<file path="src/rtl/ahtbe_throttle_tx.sv">
// Telemetry transmit stage: sample FIFO feeding a registered valid/ready output,
// rate-limited by backpressure. Define AHTBE_TX_DROP_OLDEST_EN to keep newest data on overflow.
module ahtbe_throttle_tx #(
    parameter int DATA_W = 16,
    parameter int DEPTH  = 8,
    parameter int GAP    = 4,
    parameter int CNT_W  = 8
) (
    input  logic                     clk,
    input  logic                     rst_n,
    input  logic                     in_valid,
    input  logic [DATA_W-1:0]        in_data,
    input  logic                     backpressure,
    output logic                     out_valid,
    output logic [DATA_W-1:0]        out_data,
    input  logic                     out_ready,
    output logic [$clog2(DEPTH):0]   fifo_level,
    output logic [CNT_W-1:0]         drop_count,
    output logic                     throttled
);

    localparam int PTR_W = $clog2(DEPTH);
    localparam int LVL_W = PTR_W + 1;
    localparam int GC_W  = $clog2(GAP + 1);

    localparam logic [LVL_W-1:0] FULL_LVL = LVL_W'(DEPTH);
    localparam logic [GC_W-1:0]  GAP_LD   = GC_W'(GAP);

    typedef enum logic {
        FREE     = 1'b0,
        THROTTLE = 1'b1
    } state_t;

    state_t              state_q, state_d;
    logic [GC_W-1:0]     gap_q, gap_d;
    logic [PTR_W-1:0]    wr_ptr_q, wr_ptr_d;
    logic [PTR_W-1:0]    rd_ptr_q, rd_ptr_d;
    logic [LVL_W-1:0]    level_q, level_d;
    logic [CNT_W-1:0]    drop_q, drop_d;
    logic                out_valid_q, out_valid_d;
    logic [DATA_W-1:0]   out_data_q, out_data_d;
    logic [DATA_W-1:0]   mem_q [DEPTH];

    logic hs;
    logic fifo_empty;
    logic fifo_full;
    logic gap_open;
    logic pop;
    logic overflow;
    logic mem_we;
    logic discard;
    logic rd_adv;

    always_comb begin
        hs         = out_valid_q & out_ready;
        fifo_empty = (level_q == '0);
        fifo_full  = (level_q == FULL_LVL);
        // Gap of 1 expires this cycle, so the reload lands exactly GAP idle cycles after the handshake.
        gap_open   = (gap_q <= GC_W'(1));
        pop        = (~out_valid_q | hs) & ~fifo_empty & gap_open
                   & ~(hs & (state_q == THROTTLE));
        overflow   = in_valid & fifo_full & ~pop;
`ifdef AHTBE_TX_DROP_OLDEST_EN
        mem_we     = in_valid;
        discard    = overflow;
`else
        mem_we     = in_valid & ~overflow;
        discard    = 1'b0;
`endif
        rd_adv     = pop | discard;
    end

    always_comb begin
        wr_ptr_d = mem_we ? wr_ptr_q + PTR_W'(1) : wr_ptr_q;
        rd_ptr_d = rd_adv ? rd_ptr_q + PTR_W'(1) : rd_ptr_q;

        level_d = level_q;
        if (mem_we && !rd_adv) begin
            level_d = level_q + LVL_W'(1);
        end else if (!mem_we && rd_adv) begin
            level_d = level_q - LVL_W'(1);
        end

        drop_d = drop_q;
        if (overflow && !(&drop_q)) begin
            drop_d = drop_q + CNT_W'(1);
        end

        out_valid_d = out_valid_q;
        out_data_d  = out_data_q;
        if (pop) begin
            out_valid_d = 1'b1;
            out_data_d  = mem_q[rd_ptr_q];
        end else if (hs) begin
            out_valid_d = 1'b0;
        end
    end

    // A handshake keeps the FSM throttled so the gap it starts is reported as throttled.
    always_comb begin
        gap_d = gap_q;
        if (hs && state_q == THROTTLE) begin
            gap_d = GAP_LD;
        end else if (gap_q != '0) begin
            gap_d = gap_q - GC_W'(1);
        end

        state_d = state_q;
        unique case (state_q)
            FREE: begin
                if (backpressure) begin
                    state_d = THROTTLE;
                end
            end
            THROTTLE: begin
                if (!backpressure && gap_q == '0 && !hs) begin
                    state_d = FREE;
                end
            end
            default: state_d = FREE;
        endcase
    end

    always_ff @(posedge clk) begin
        if (!rst_n) begin
            state_q     <= FREE;
            gap_q       <= '0;
            wr_ptr_q    <= '0;
            rd_ptr_q    <= '0;
            level_q     <= '0;
            drop_q      <= '0;
            out_valid_q <= 1'b0;
            out_data_q  <= '0;
        end else begin
            state_q     <= state_d;
            gap_q       <= gap_d;
            wr_ptr_q    <= wr_ptr_d;
            rd_ptr_q    <= rd_ptr_d;
            level_q     <= level_d;
            drop_q      <= drop_d;
            out_valid_q <= out_valid_d;
            out_data_q  <= out_data_d;
        end
    end

    always_ff @(posedge clk) begin
        if (rst_n && mem_we) begin
            mem_q[wr_ptr_q] <= in_data;
        end
    end

    assign out_valid  = out_valid_q;
    assign out_data   = out_data_q;
    assign fifo_level = level_q;
    assign drop_count = drop_q;
    assign throttled  = (state_q == THROTTLE);

endmodule

</file>
<file path="config.mk">
export PLATFORM = sky130hd
export DESIGN_NAME = ahtbe_throttle_tx
export DESIGN_NICKNAME = d
export VERILOG_FILES = /design/src/rtl/ahtbe_throttle_tx.sv
export SDC_FILE = /design/constraint.sdc
export NUM_CORES = 1
export LEC_CHECK = 0
export ABC_AREA = 1
export ABC_CLOCK_PERIOD_IN_PS = 5100
export CAP_MARGIN = 20
export CELL_PAD_IN_SITES_DETAIL_PLACEMENT = 0
export CELL_PAD_IN_SITES_GLOBAL_PLACEMENT = 2
export CORE_AREA = 2 2 128 130
export CTS_BUF_LIST = sky130_fd_sc_hd__clkbuf_16
export DETAILED_ROUTE_END_ITERATION = 8
export DIE_AREA = 0 0 130 132
export DONT_BUFFER_PORTS = 1
export PLACE_DENSITY_LB_ADDON = 0.1
export SYNTH_ARGS = -nofsm -noshare
export SYNTH_HDL_FRONTEND = slang
export SYNTH_SLANG_ARGS = --single-unit
</file>
<file path="constraint.sdc">
create_clock -name clk -period 5.1 [get_ports clk]
set_clock_uncertainty 0.2 [all_clocks]
set_input_delay 1.02 -clock clk [delete_from_list [all_inputs] [get_ports clk]]
set_output_delay 1.02 -clock clk [all_outputs]
set_load 0.05 [all_outputs]
</file>
==> results of run 1 <==
[worst max-delay path, delay by kind of cell, from the launching register on]
kind          cells  cell delay, ns
buf+inv           2            0.18
simple gates      8            1.57
flops             1            0.73
[final cells by class]
| class | instances | area, um^2 |
|---|---|---|
| Multi-Input combinational cell | 411 | 2049 |
| Fill cell | 1421 | 7999 |
| Sequential cell | 167 | 4626 |
| Inverter | 28 | 107.6 |
| Timing Repair Buffer | 10 | 93.84 |
| Clock buffer | 17 | 425.4 |
| Clock inverter | 15 | 141.4 |
| Tap cell | 216 | 270.3 |
[layer usage]
metal / vias to the layer above / wire length, um / GRT usage (%)
met3: 18 / 710 / 4.424
li1: 2197 / - / -
met1: 2103 / 7054 / 25.85
met2: 92 / 7652 / 30.42
met4: 0 / 246 / 6.810
met5: - / 0 / 0
[where the power goes]
group	switching [uW]	total, uW	leakage [uW]	internal (uW)
combinational	746	1090	0.000953	342
clock	583	1230	0.000264	643
sequential	358	1940	0.00148	1590
total	1690	4260	0.00269	2570
[flip-flops by register name (all words and copies together) (netlist names)]
register and count:
mem_q 128, out_data 16, drop_count 8, fifo_level 4, gap_q 3, rd_ptr_q 3, wr_ptr_q 3, out_valid 1
throttled 1
[metrics by stage]
stage / total power [uW] / worst slack (ns) / area [um^2] / hold WS [ns]
3_3_place_gp: 3082 / 1.758 / 7106 / 0.3180
2_1_floorplan: 2889 / 2.149 / 6993 / 0.2879
6_report: 4257 / 2.023 / 7714 / 0.3350
3_5_place_dp: 3085 / 1.727 / 7106 / 0.3268
4_1_cts: 4307 / 1.909 / 7672 / 0.3383
5_1_grt: 4517 / 1.760 / 7714 / 0.3533
[logic make-up (layout without fill, tap and decap cells)]
logic type / count (synthesis) / in the layout
DFF: 167 / 167
adders and majority gates: 11 / 11
AOI/OAI and AO/OA: 108 / 108
and+or+nand+nor: 285 / 285
buffers and inverters: 59 / 70
xor gates and xnor gates: 7 / 7
[worst paths after layout]
check	startpoint	depth (start not counted)	slack [ns]	endpoint
setup / recovery	fifo_level[1]$_SDFFE_PN0P_	10	2.02	mem_q[0][6]$_DFFE_PP_
hold / removal	wr_ptr_q[2]$_SDFFE_PN0N_	2	0.33	wr_ptr_q[2]$_SDFFE_PN0N_
setup reg to reg	fifo_level[1]$_SDFFE_PN0P_	10	2.02	mem_q[0][6]$_DFFE_PP_
hold reg to reg	wr_ptr_q[2]$_SDFFE_PN0N_	2	0.33	wr_ptr_q[2]$_SDFFE_PN0N_
[cells in the final DEF, fill, tap and decap left out]
master / netlist / final
edfxtp_1: 128 / 128
inv_2: 5 / 5
dfxtp_1: 39 / 38
buf_8: 0 / 2
dfxtp_2: 0 / 1
nand3_2: 3 / 3
nand3b_1: 4 / 4
inv_8: 0 / 2
buf_4: 4 / 7
a21oi_1: 35 / 35
nor2_4: 3 / 3
nand2_8: 1 / 1
nand3_1: 57 / 57
nor2_1: 148 / 148
clkinv_8: 0 / 2
inv_6: 0 / 4
fa_1: 1 / 1
buf_6: 6 / 1
clkbuf_16: 0 / 17
nand2_2: 3 / 3
inv_4: 1 / 1
nor2_2: 5 / 5
nor3_1: 2 / 2
nand2_1: 49 / 49
xor2_1: 5 / 5
nand2_4: 3 / 3
xnor2_1: 2 / 2
nand3_4: 1 / 1
ha_1: 10 / 10
inv_1: 20 / 20
clkinvlp_4: 0 / 4
nand4_1: 5 / 5
clkinv_4: 0 / 2
clkinv_1: 2 / 3
o21ai_0: 62 / 62
nand4_4: 1 / 1
o21ai_1: 11 / 11
==> summary.txt, run 1 <==
Synthesis
  • Synth Cell Area: 0.006993 mm^2
  • Asr flop ratio synth: 0%
  • Synth Area in Adders: a little over 2%
  • Post-Syn Instances: ~640
  • Synth Area in Compound Gates: 7.729%
  • Leading post-synthesis cells by cell area: edfxtp_1 (55%), dfxtp_1 (11%), nor2_1 (7.9%)
  • Sequential cell area fraction in the yosys report: 66.13%
  • Avg Inst Size Synth: approximately 11 um^2
  • Number of synthesized register bits: about 170
  • Ys Warns: 0
  • Largest area contributor in the netlist: edfxtp_1
  • Commonest cells in the netlist: nor2_1 (148), edfxtp_1 (128), o21ai_0 (62)
  • Number of synthesized flops with an enable pin: 128
  • Simple-Gate Fraction of Synth Area: roughly a fifth
  • Largest family of logic cells by synthesized area: simple AND/OR/NAND/NOR gates
  • XOR/XNOR Fraction of Synth Area: 0.8767%
  • Most common cell in the netlist: nor2_1
  • Multiplexer area fraction after synthesis: 0%
  • Synth top area share: roughly 55%
  • Main synth FF type: edfxtp_1
  • Unique masters post-synth: 34
  • Syn_nets: 669

Global route
  • Largest net degree at the start of global routing: between 60 and 70
  • First-pass GRT wire length: about 24000 um
  • Initial antenna violation count: 0
  • Total gr overflow: 0
  • GR Util All Layers: 19.17%
  • Vias in the first global route: 4365

Timing
  • Fmax achieved: approximately 330 MHz
  • Final Cycle Share: between 60 and 70%
  • Final min period: approximately 3.1 ns
  • Setup_tns: 0 ns
  • Slew Viols, Final: 0
  • Max_slew headroom: roughly 30%
  • Fin. Hold Viols: 0
  • Worst-Margin Slew: roughly 1.0 ns
  • RSZ-0062 raised after global routing: no
  • Final setup violation count: 0

Drt
  • Drc violations: 0
  • Vias: 4410
  • Post-Route WL: 15670 um
  • Initial drt markers: 381
  • DR pass1 iterations: 4
  • DR vias/cell: between 5 and 6
  • Final ANT Viol Nets: 0
  • Routed len/inst: 18.13 um

CTS
  • Sink Count: ~170
  • CTS tree: yes
  • CTS root buffer: clkbuf_16
  • Post-CTS Hold Buffers: 0
  • CTS H-tree lvls: 4
  • Clock slew at reported path FFs: 0.07 ns
  • CTS Buffer Depth: 2
  • Clk Latency, worst-skew pair: roughly 0.43 ns
  • Post-CTS setup buffers: 0
  • Number of CTS-inserted buffers: 17
  • # resized after CTS: 0

Job
  • Max_cap viols: 0

Placement
  • PortBufs: 0
  • Routability cong.: between 0.7 and 0.8
  • Detailed Place HPWL: 9149 um
  • Placed cells: approximately 830

Worst setup path
  • Highest net fanout along the worst path: 27
  • Worst path cell trace: nor2_1 -> nand2_1 -> nand2_2 -> inv_2 -> nand2_8 -> nand2_4 -> nand2_4 -> inv_4 -> nand2_4 -> nor2_2
  • Critical Path Max Stage Delay: a little under 0.8 ns
  • CP startpoint kind: register
  • Most frequent cell on the critical path: nand2_4
  • Worst path arrival time: about 2.9 ns
  • CP max-delay cell: nor2_2
  • CP endpoint kind: register
  • WS Path Type: reg2reg
  • Req. time, crit path: 4.95 ns

Pwr
  • Power Dens Cells: between 500 and 600 mW/mm^2
  • Peak supply drop: around 0.27 mV
  • Leakage Power: roughly 0.0027 uW

Layout
  • Antenna Cells: 0
  • Share of cells above drive strength 1: 10.49%
  • Layout area overhead: 10.31%
  • Final Util: between 40% and 50%
  • Final #Nets: between 600 and 700
  • Finished Layout Cells: around 860

Floorplanning
  • Die width: between 100 and 150 um
  • Effective utilization at floorplan: between 40 and 50%
  • Die Ht: between 100 and 150 um
  • Core area: around 0.016 mm^2
  • Die area: 0.01716 mm^2
  • Site Rows: between 40 and 50
  • IO Count: 51

Status
  • Status: complete, no violations

Hold path
  • HP Class: reg2reg
Power figures use the tool's default switching activity.
==> inputs of run 2 (changes only) <==
Settings changed: ABC_CLOCK_PERIOD_IN_PS 5100 to 3090, CORE_AREA 2 2 128 130 to 2 2 133 135, DIE_AREA 0 0 130 132 to 0 0 135 137.
Clock period 5.1 ns to 3.09 ns, I/O delays scaled along.
==> run 2 against run 1 <==
Against the previous run:
- non-clock buffer count increased by 14
- first-iteration DRC count is 25% lower
- critical path type unchanged
- core utilization is 3.4 points lower
- worst setup slack got worse by 1.5 ns
- critical endpoint is now fifo_level[3]$_SDFFE_PN0P_
- clock-buffer cell count unchanged
- sequential power up 59%
- hold slack worse by 0.24 ns
- flip-flop and latch count stayed put
- register-to-register slack lost 1.5 ns
==> summary.txt, run 2 (synthesis results as in run 1) <==
Timing
  • RSZ-0062 raised after global routing: no (unchanged)
  • Final hold slack: 0.09115 ns (was 0.3350 ns)
  • Fin. Hold Viols: 0 (unchanged)
  • Final Cycle Share: 83.18% (was 60.33%)
  • Final min period: 2.570 ns (was 3.077 ns)
  • Slew Viols, Final: 0 (unchanged)
  • Fmax achieved: 389.0 MHz (was 325.0 MHz)
  • Max_slew headroom: 28.75% (was 29.99%)
  • Worst-Margin Slew: 1.067 ns (was 1.049 ns)
  • Final setup violation count: 0 (unchanged)
  • Setup_tns: 0 ns (unchanged)
  • Setup WS post-layout: 0.5196 ns (was 2.023 ns)

Worst setup path
  • Highest net fanout along the worst path: 4 (was 27)
  • Worst path arrival time: 2.72 ns (was 2.92 ns)
  • CP endpoint kind: register (unchanged)
  • Worst path cell trace: ha_1 -> inv_1 -> o21ai_1 -> nand2_2 -> inv_2 -> nand2_8 -> nand2_4 -> nand2_4 -> inv_4 -> ha_1 -> inv_1 -> ha_1 -> nand2_1 -> nand2_1 -> nor2_1 -> xnor2_1 -> nand2_1 -> a21oi_1 (was nor2_1 -> nand2_1 -> nand2_2 -> inv_2 -> nand2_8 -> nand2_4 -> nand2_4 -> inv_4 -> nand2_4 -> nor2_2)
  • Req. time, crit path: 3.24 ns (was 4.95 ns)
  • WS Path Type: reg2reg (unchanged)
  • Critical Path Max Stage Delay: 0.39 ns (was 0.79 ns)
  • CP startpoint kind: register (unchanged)
  • CP max-delay cell: dfxtp_1 (was nor2_2)

Layout
  • Antenna Cells: 0 (unchanged)
  • Layout area overhead: 11.38% (was 10.31%)
  • Share of cells above drive strength 1: 12.24% (was 10.49%)
  • Most common cell after layout, fill and taps aside: nor2_1 (unchanged)
  • Filler Cell Count: 1629 (was 1421)
  • Commonest cells after routing, fill and taps aside: nor2_1 (148), edfxtp_1 (128), o21ai_0 (62), nand3_1 (57), nand2_1 (49) (unchanged)
  • Flip-flop count of the largest register after layout: 128 (unchanged)
  • Final Util: 45.66% (was 49.09%)
  • Layout Cell Area excl Fill: 0.007789 mm^2 (was 0.007714 mm^2)
  • Multi-input gate area: 0.002049 mm^2 (unchanged)
  • Final #Nets: 681 (was 667)
  • Top reg by flops: mem_q (unchanged)
  • Register area: 0.004626 mm^2 (unchanged)

Floorplanning
  • Core area: 0.01706 mm^2 (was 0.01571 mm^2)
  • Effective utilization at floorplan: 41.00% (was 44.51%)
  • Die width: 135 um (was 130 um)
  • Site Rows: 48 (was 46)
  • IO Count: 51 (unchanged)
  • Die Ht: 137 um (was 132 um)
  • Die area: 0.01850 mm^2 (was 0.01716 mm^2)

CTS
  • CTS H-tree lvls: 4 (unchanged)
  • CTS Buffer Depth: 2 (unchanged)
  • Sink Count: 167 (unchanged)
  • CTS root buffer: clkbuf_16 (unchanged)
  • # resized after CTS: 0 (unchanged)
  • Clk Latency, worst-skew pair: 0.42 ns (was 0.43 ns)
  • CTS tree: yes (unchanged)
  • Post-CTS setup buffers: 0 (unchanged)
  • Clock slew at reported path FFs: 0.07 ns (about the same)
  • Number of CTS-inserted buffers: 17 (unchanged)
  • Post-CTS Hold Buffers: 0 (unchanged)

Pwr
  • Leakage Power: 0.002763 uW (was 0.002693 uW)
  • Power Dens Cells: 909.7 mW/mm^2 (was 551.8 mW/mm^2)
  • Peak supply drop: 0.4367 mV (was 0.2720 mV)

Drt
  • DR vias/cell: 5.021 (was 5.104)
  • Post-Route WL: 15950 um (was 15670 um)
  • DR pass1 iterations: 6 (was 4)
  • Drc violations: 0 (unchanged)
  • Final ANT Viol Nets: 0 (unchanged)
  • Routed len/inst: 17.98 um (was 18.13 um)
  • Initial drt markers: 287 (was 381)
  • Vias: 4454 (was 4410)

Global route
  • Initial antenna violation count: 0 (unchanged)
  • Vias in the first global route: 4410 (was 4365)
  • GR Util All Layers: 18.30% (was 19.17%)
  • Total gr overflow: 0 (unchanged)
  • First-pass GRT wire length: 24810 um (was 24470 um)
  • Largest net degree at the start of global routing: 67 (unchanged)

Hold path
  • HP Class: in2reg (was reg2reg)

Job
  • Max_cap viols: 0 (unchanged)

Placement
  • Pre-CTS setup slack: 0.4210 ns (was 1.727 ns)
  • Routability cong.: 0.7487 (was 0.7470)
  • Detailed Place HPWL: 9018 um (was 9149 um)
  • Placed cell area: 0.007244 mm^2 (was 0.007106 mm^2)
  • PortBufs: 0 (unchanged)

Status
  • Status: complete, no violations (unchanged)
==> run 2: critical path: cells and delay by family, from the launching register on <==
| kind | cells | cell delay, ns |
|---|---|---|
| adders and majority gates | 3 | 0.67 |
| DFF | 1 | 0.39 |
| and+or+nand+nor | 8 | 0.61 |
| xor gates and xnor gates | 1 | 0.12 |
| buffers and inverters | 4 | 0.31 |
| AOI/OAI and AO/OA | 2 | 0.20 |
==> run 2: where the power goes <==
group	switching, uW	total (uW)	internal (uW)	leakage [uW]
registers	469	3090	2620	0.00148
logic	1420	2050	631	0.00102
clock network	902	1950	1040	0.000265
==> run 2: final timing paths <==
kind	startpoint	to	slack [ns]	cells after the start
setup / recovery	gap_q[0]$_SDFFE_PP0P_	fifo_level[3]$_SDFFE_PN0P_	0.52	18
hold / removal	in_data[0]	mem_q[3][0]$_DFFE_PP_	0.09	0
setup reg to reg	gap_q[0]$_SDFFE_PP0P_	fifo_level[3]$_SDFFE_PN0P_	0.52	18
hold reg to reg	wr_ptr_q[0]$_SDFFE_PN0N_	wr_ptr_q[0]$_SDFFE_PN0N_	0.34	2
==> run 2: final cells by class <==
type	instances	share of cell area (%)
clock buffer	17	5.462
clock inverter	15	1.526
inverter	28	1.382
multi-input combinational	411	26.31
sequential	167	59.39
tap	225	3.614
timing repair buffer	24	2.313
==> run 2: metal layers <==
layer | track usage, % | up-vias | part of all wire, %
met5 | 0 | - | 0
met4 | 4.745 | 0 | 0.53
met3 | 4.593 | 6 | 4.4
met2 | 30.51 | 68 | 50
met1 | 23.98 | 2152 | 45
li1 | - | 2228 | -
==> run 2: stage by stage <==
step	total power, uW	instances
floorplan	4769	637
global placement	5201	855
detailed placement	5220	855
CTS	7171	887
global route	7525	887
finish	7086	887
==> inputs of run 3 (changes only) <==
Settings changed: ABC_CLOCK_PERIOD_IN_PS 3090 to 2400.
Clock period 3.09 ns to 2.4 ns, I/O delays scaled along.
==> run 3 against run 2 <==
Against the previous run:
- sequential power increased by 30%
- global-route usage is 0.71 points higher
- first-iteration DRC count shrank 13%
- register-to-register slack lost 0.36 ns
- sequential share of layout area down 3.5 points
- via count up 3.9%
- highest routed layer unchanged
- clock power up 35%
- critical endpoint unchanged
- final cell count grew 4.7%
- routed wire length increased by 4.9%
==> summary.txt, run 3 (synthesis results as in run 1) <==
Floorplanning
  • Die area: 0.01850 mm^2 (unchanged)
  • Site Rows: 48 (unchanged)
  • Effective utilization at floorplan: 41.00% (unchanged)
  • Die Ht: 137 um (unchanged)
  • IO Count: 51 (unchanged)
  • Core area: 0.01706 mm^2 (unchanged)
  • Die width: 135 um (unchanged)

Placement
  • Detailed Place HPWL: 9656 um (was 9018 um)
  • Placed cells: 875 (was 855)
  • Routability cong.: 0.7298 (was 0.7487)
  • Placed cell area: 0.007500 mm^2 (was 0.007244 mm^2)
  • PortBufs: 0 (unchanged)
  • Pre-CTS setup slack: -0.02830 ns (was 0.4210 ns)

Global route
  • Vias in the first global route: 4371 (was 4410)
  • Initial antenna violation count: 0 (unchanged)
  • First-pass GRT wire length: 25630 um (was 24810 um)
  • GR Util All Layers: 19.00% (was 18.30%)
  • Largest net degree at the start of global routing: 67 (unchanged)
  • Total gr overflow: 0 (unchanged)

Worst setup path
  • Crit. Startpoint: gap_q[1]$_SDFFE_PP0P_ (was gap_q[0]$_SDFFE_PP0P_)
  • Crit path to: fifo_level[3]$_SDFFE_PN0P_ (unchanged)
  • Worst reg-to-reg path cell count: 17 (was 18)
  • Highest net fanout along the worst path: 3 (was 4)
  • CP startpoint kind: register (unchanged)
  • CP endpoint kind: register (unchanged)
  • Req. time, crit path: 2.56 ns (was 3.24 ns)
  • WS Path Type: reg2reg (unchanged)
  • Reg2Reg Capture Point: fifo_level[3]$_SDFFE_PN0P_ (unchanged)
  • Worst path arrival time: 2.39 ns (was 2.72 ns)
  • R2r setup slk: 0.16 ns (was 0.52 ns)
  • Reg-to-reg critical path startpoint: gap_q[1]$_SDFFE_PP0P_ (was gap_q[0]$_SDFFE_PP0P_)

Drt
  • Initial drt markers: 249 (was 287)
  • DR vias/cell: 4.983 (was 5.021)
  • Routed len/inst: 18.02 um (was 17.98 um)
  • DRT met1 WL: 7467 um (was 7146 um)
  • Final ANT Viol Nets: 0 (unchanged)
  • Top Layer Used: met4 (unchanged)
  • Met2 wire length: 8464 um (was 8013 um)
  • DR pass1 iterations: 4 (was 6)
  • Post-Route WL: 16740 um (was 15950 um)
  • Drc violations: 0 (unchanged)
  • Met3 Routed Length: 632 um (was 703 um)
  • Vias: 4629 (was 4454)

CTS
  • CTS H-tree lvls: 4 (unchanged)
  • CTS tree: yes (unchanged)
  • CTS Buffer Depth: 2 (unchanged)
  • CTS root buffer: clkbuf_16 (unchanged)
  • Number of CTS-inserted buffers: 17 (unchanged)
  • Sink Count: 167 (unchanged)
  • Clk Latency, worst-skew pair: 0.43 ns (was 0.42 ns)
  • Clock slew at reported path FFs: 0.07 ns (about the same)

Timing
  • Worst-Margin Slew: 1.052 ns (was 1.067 ns)
  • RSZ-0062 raised after global routing: no (unchanged)
  • Final Cycle Share: 93.15% (was 83.18%)
  • Fmax achieved: 447.3 MHz (was 389.0 MHz)
  • Setup_tns: 0 ns (unchanged)
  • Max_slew headroom: 29.76% (was 28.75%)
  • Slew Viols, Final: 0 (unchanged)
  • Fin. Hold Viols: 0 (unchanged)
  • Setup WS post-layout: 0.1644 ns (was 0.5196 ns)
  • Final hold slack: 0.02275 ns (was 0.09115 ns)
  • Final min period: 2.236 ns (was 2.570 ns)
  • Final setup violation count: 0 (unchanged)

Layout
  • Antenna Cells: 0 (unchanged)
  • Flip-flop count of the largest register after layout: 128 (unchanged)
  • Most common cell after layout, fill and taps aside: nor2_1 (unchanged)
  • Layout Cell Area excl Fill: 0.008315 mm^2 (was 0.007789 mm^2)
  • Layout area overhead: 18.91% (was 11.38%)
  • Finished Layout Cells: 929 (was 887)
  • Share of cells above drive strength 1: 17.47% (was 12.24%)
  • Top reg by flops: mem_q (unchanged)
  • Final #Nets: 723 (was 681)
  • Commonest cells after routing, fill and taps aside: nor2_1 (147), edfxtp_1 (128), o21ai_0 (62), nand3_1 (57), nand2_1 (49) (was nor2_1 (148), edfxtp_1 (128), o21ai_0 (62), nand3_1 (57), nand2_1 (49))

Pwr
  • Leakage Power: 0.002976 uW (was 0.002763 uW)
  • Power Dens Cells: 1157 mW/mm^2 (was 909.7 mW/mm^2)
  • Peak supply drop: 0.6104 mV (was 0.4367 mV)

Job
  • Max_cap viols: 0 (unchanged)

Status
  • Status: complete, no violations (unchanged)

Hold path
  • HP Class: in2reg (unchanged)
## run 3: changes by cell type in the layout (fill, tap and decap cells not counted), sizes merged
cell / before / now
bufinv: 0 / 1
buf: 24 / 49
dlygate4sd3: 0 / 17
clkinvlp: 2 / 6
clkinv: 7 / 5
inv: 34 / 31
## run 3: final cells by class
class                   count  area (um^2)
flip-flops and latches    167         4648
well taps                 225        281.5
repair buffers             66        613.1
fillers                  1599         8741
clock buffers              17        425.4
inverters                  28        110.1
multi-input cells         411         2093
clock inverters            15        143.9
## run 3: what timing repair did
action | CTS | global route
endpoints found under the hold margin | 135 | 0
resized for setup | 2 | 10
hold buffers | 17 | 0
endpoints found under the setup margin | 1 | 3
pin swaps | 0 | 6
buffers inserted | 0 | 5
## run 3: where the power goes
part | switching (uW) | total (uW) | internal, uW
Combinational | 1910 | 2970 | 1060
Clock | 1180 | 2630 | 1450
Sequential | 621 | 4010 | 3390
## run 3: critical path: stages, from the launching register on
cell     delay (ns)
dfxtp_2        0.32
buf_4          0.13
o21ai_2        0.14
nand2_2        0.08
inv_2          0.09
nand2_8        0.06
nand2_4        0.07
nand2_4        0.05
inv_4          0.05
ha_4           0.14
inv_4          0.05
ha_4           0.26
nand2_1        0.05
nor2_1         0.12
nor2_2         0.05
xnor2_1        0.14
nand2_1        0.06
a21oi_1        0.10
## run 3: per-stage QoR
step / total power [uW] / utilization (%)
6_report: 9618 / 48.75
5_1_grt: 10180 / 48.75
4_1_cts: 9611 / 48.31
3_5_place_dp: 6897 / 43.97
3_3_place_gp: 6865 / 43.97
2_1_floorplan: 6179 / -
## run 3: how the worst min path moves through the flow
stage / slack [ns] / cells past startpoint / to / startpoint
final: 0.02 / 2 / throttled$_SDFF_PN0_ / backpressure
after global routing: 0.02 / 3 / wr_ptr_q[1]$_SDFFE_PN0N_ / in_valid
after CTS: 0.007 / 2 / wr_ptr_q[2]$_SDFFE_PN0N_ / in_valid
after detailed placement: 0.30 / 2 / drop_count[2]$_SDFFE_PN0P_ / drop_count[2]$_SDFFE_PN0P_
after global placement: 0.29 / 2 / drop_count[2]$_SDFFE_PN0P_ / drop_count[2]$_SDFFE_PN0P_
after floorplan: 0.29 / 2 / wr_ptr_q[2]$_SDFFE_PN0N_ / wr_ptr_q[2]$_SDFFE_PN0N_
## run 3: per-layer routing
| layer | up-vias | GRT usage (%) |
|---|---|---|
| met5 | - | 0 |
| met4 | 0 | 5.845 |
| met3 | 15 | 4.037 |
| met2 | 73 | 31.73 |
| met1 | 2225 | 24.99 |
| li1 | 2316 | - |
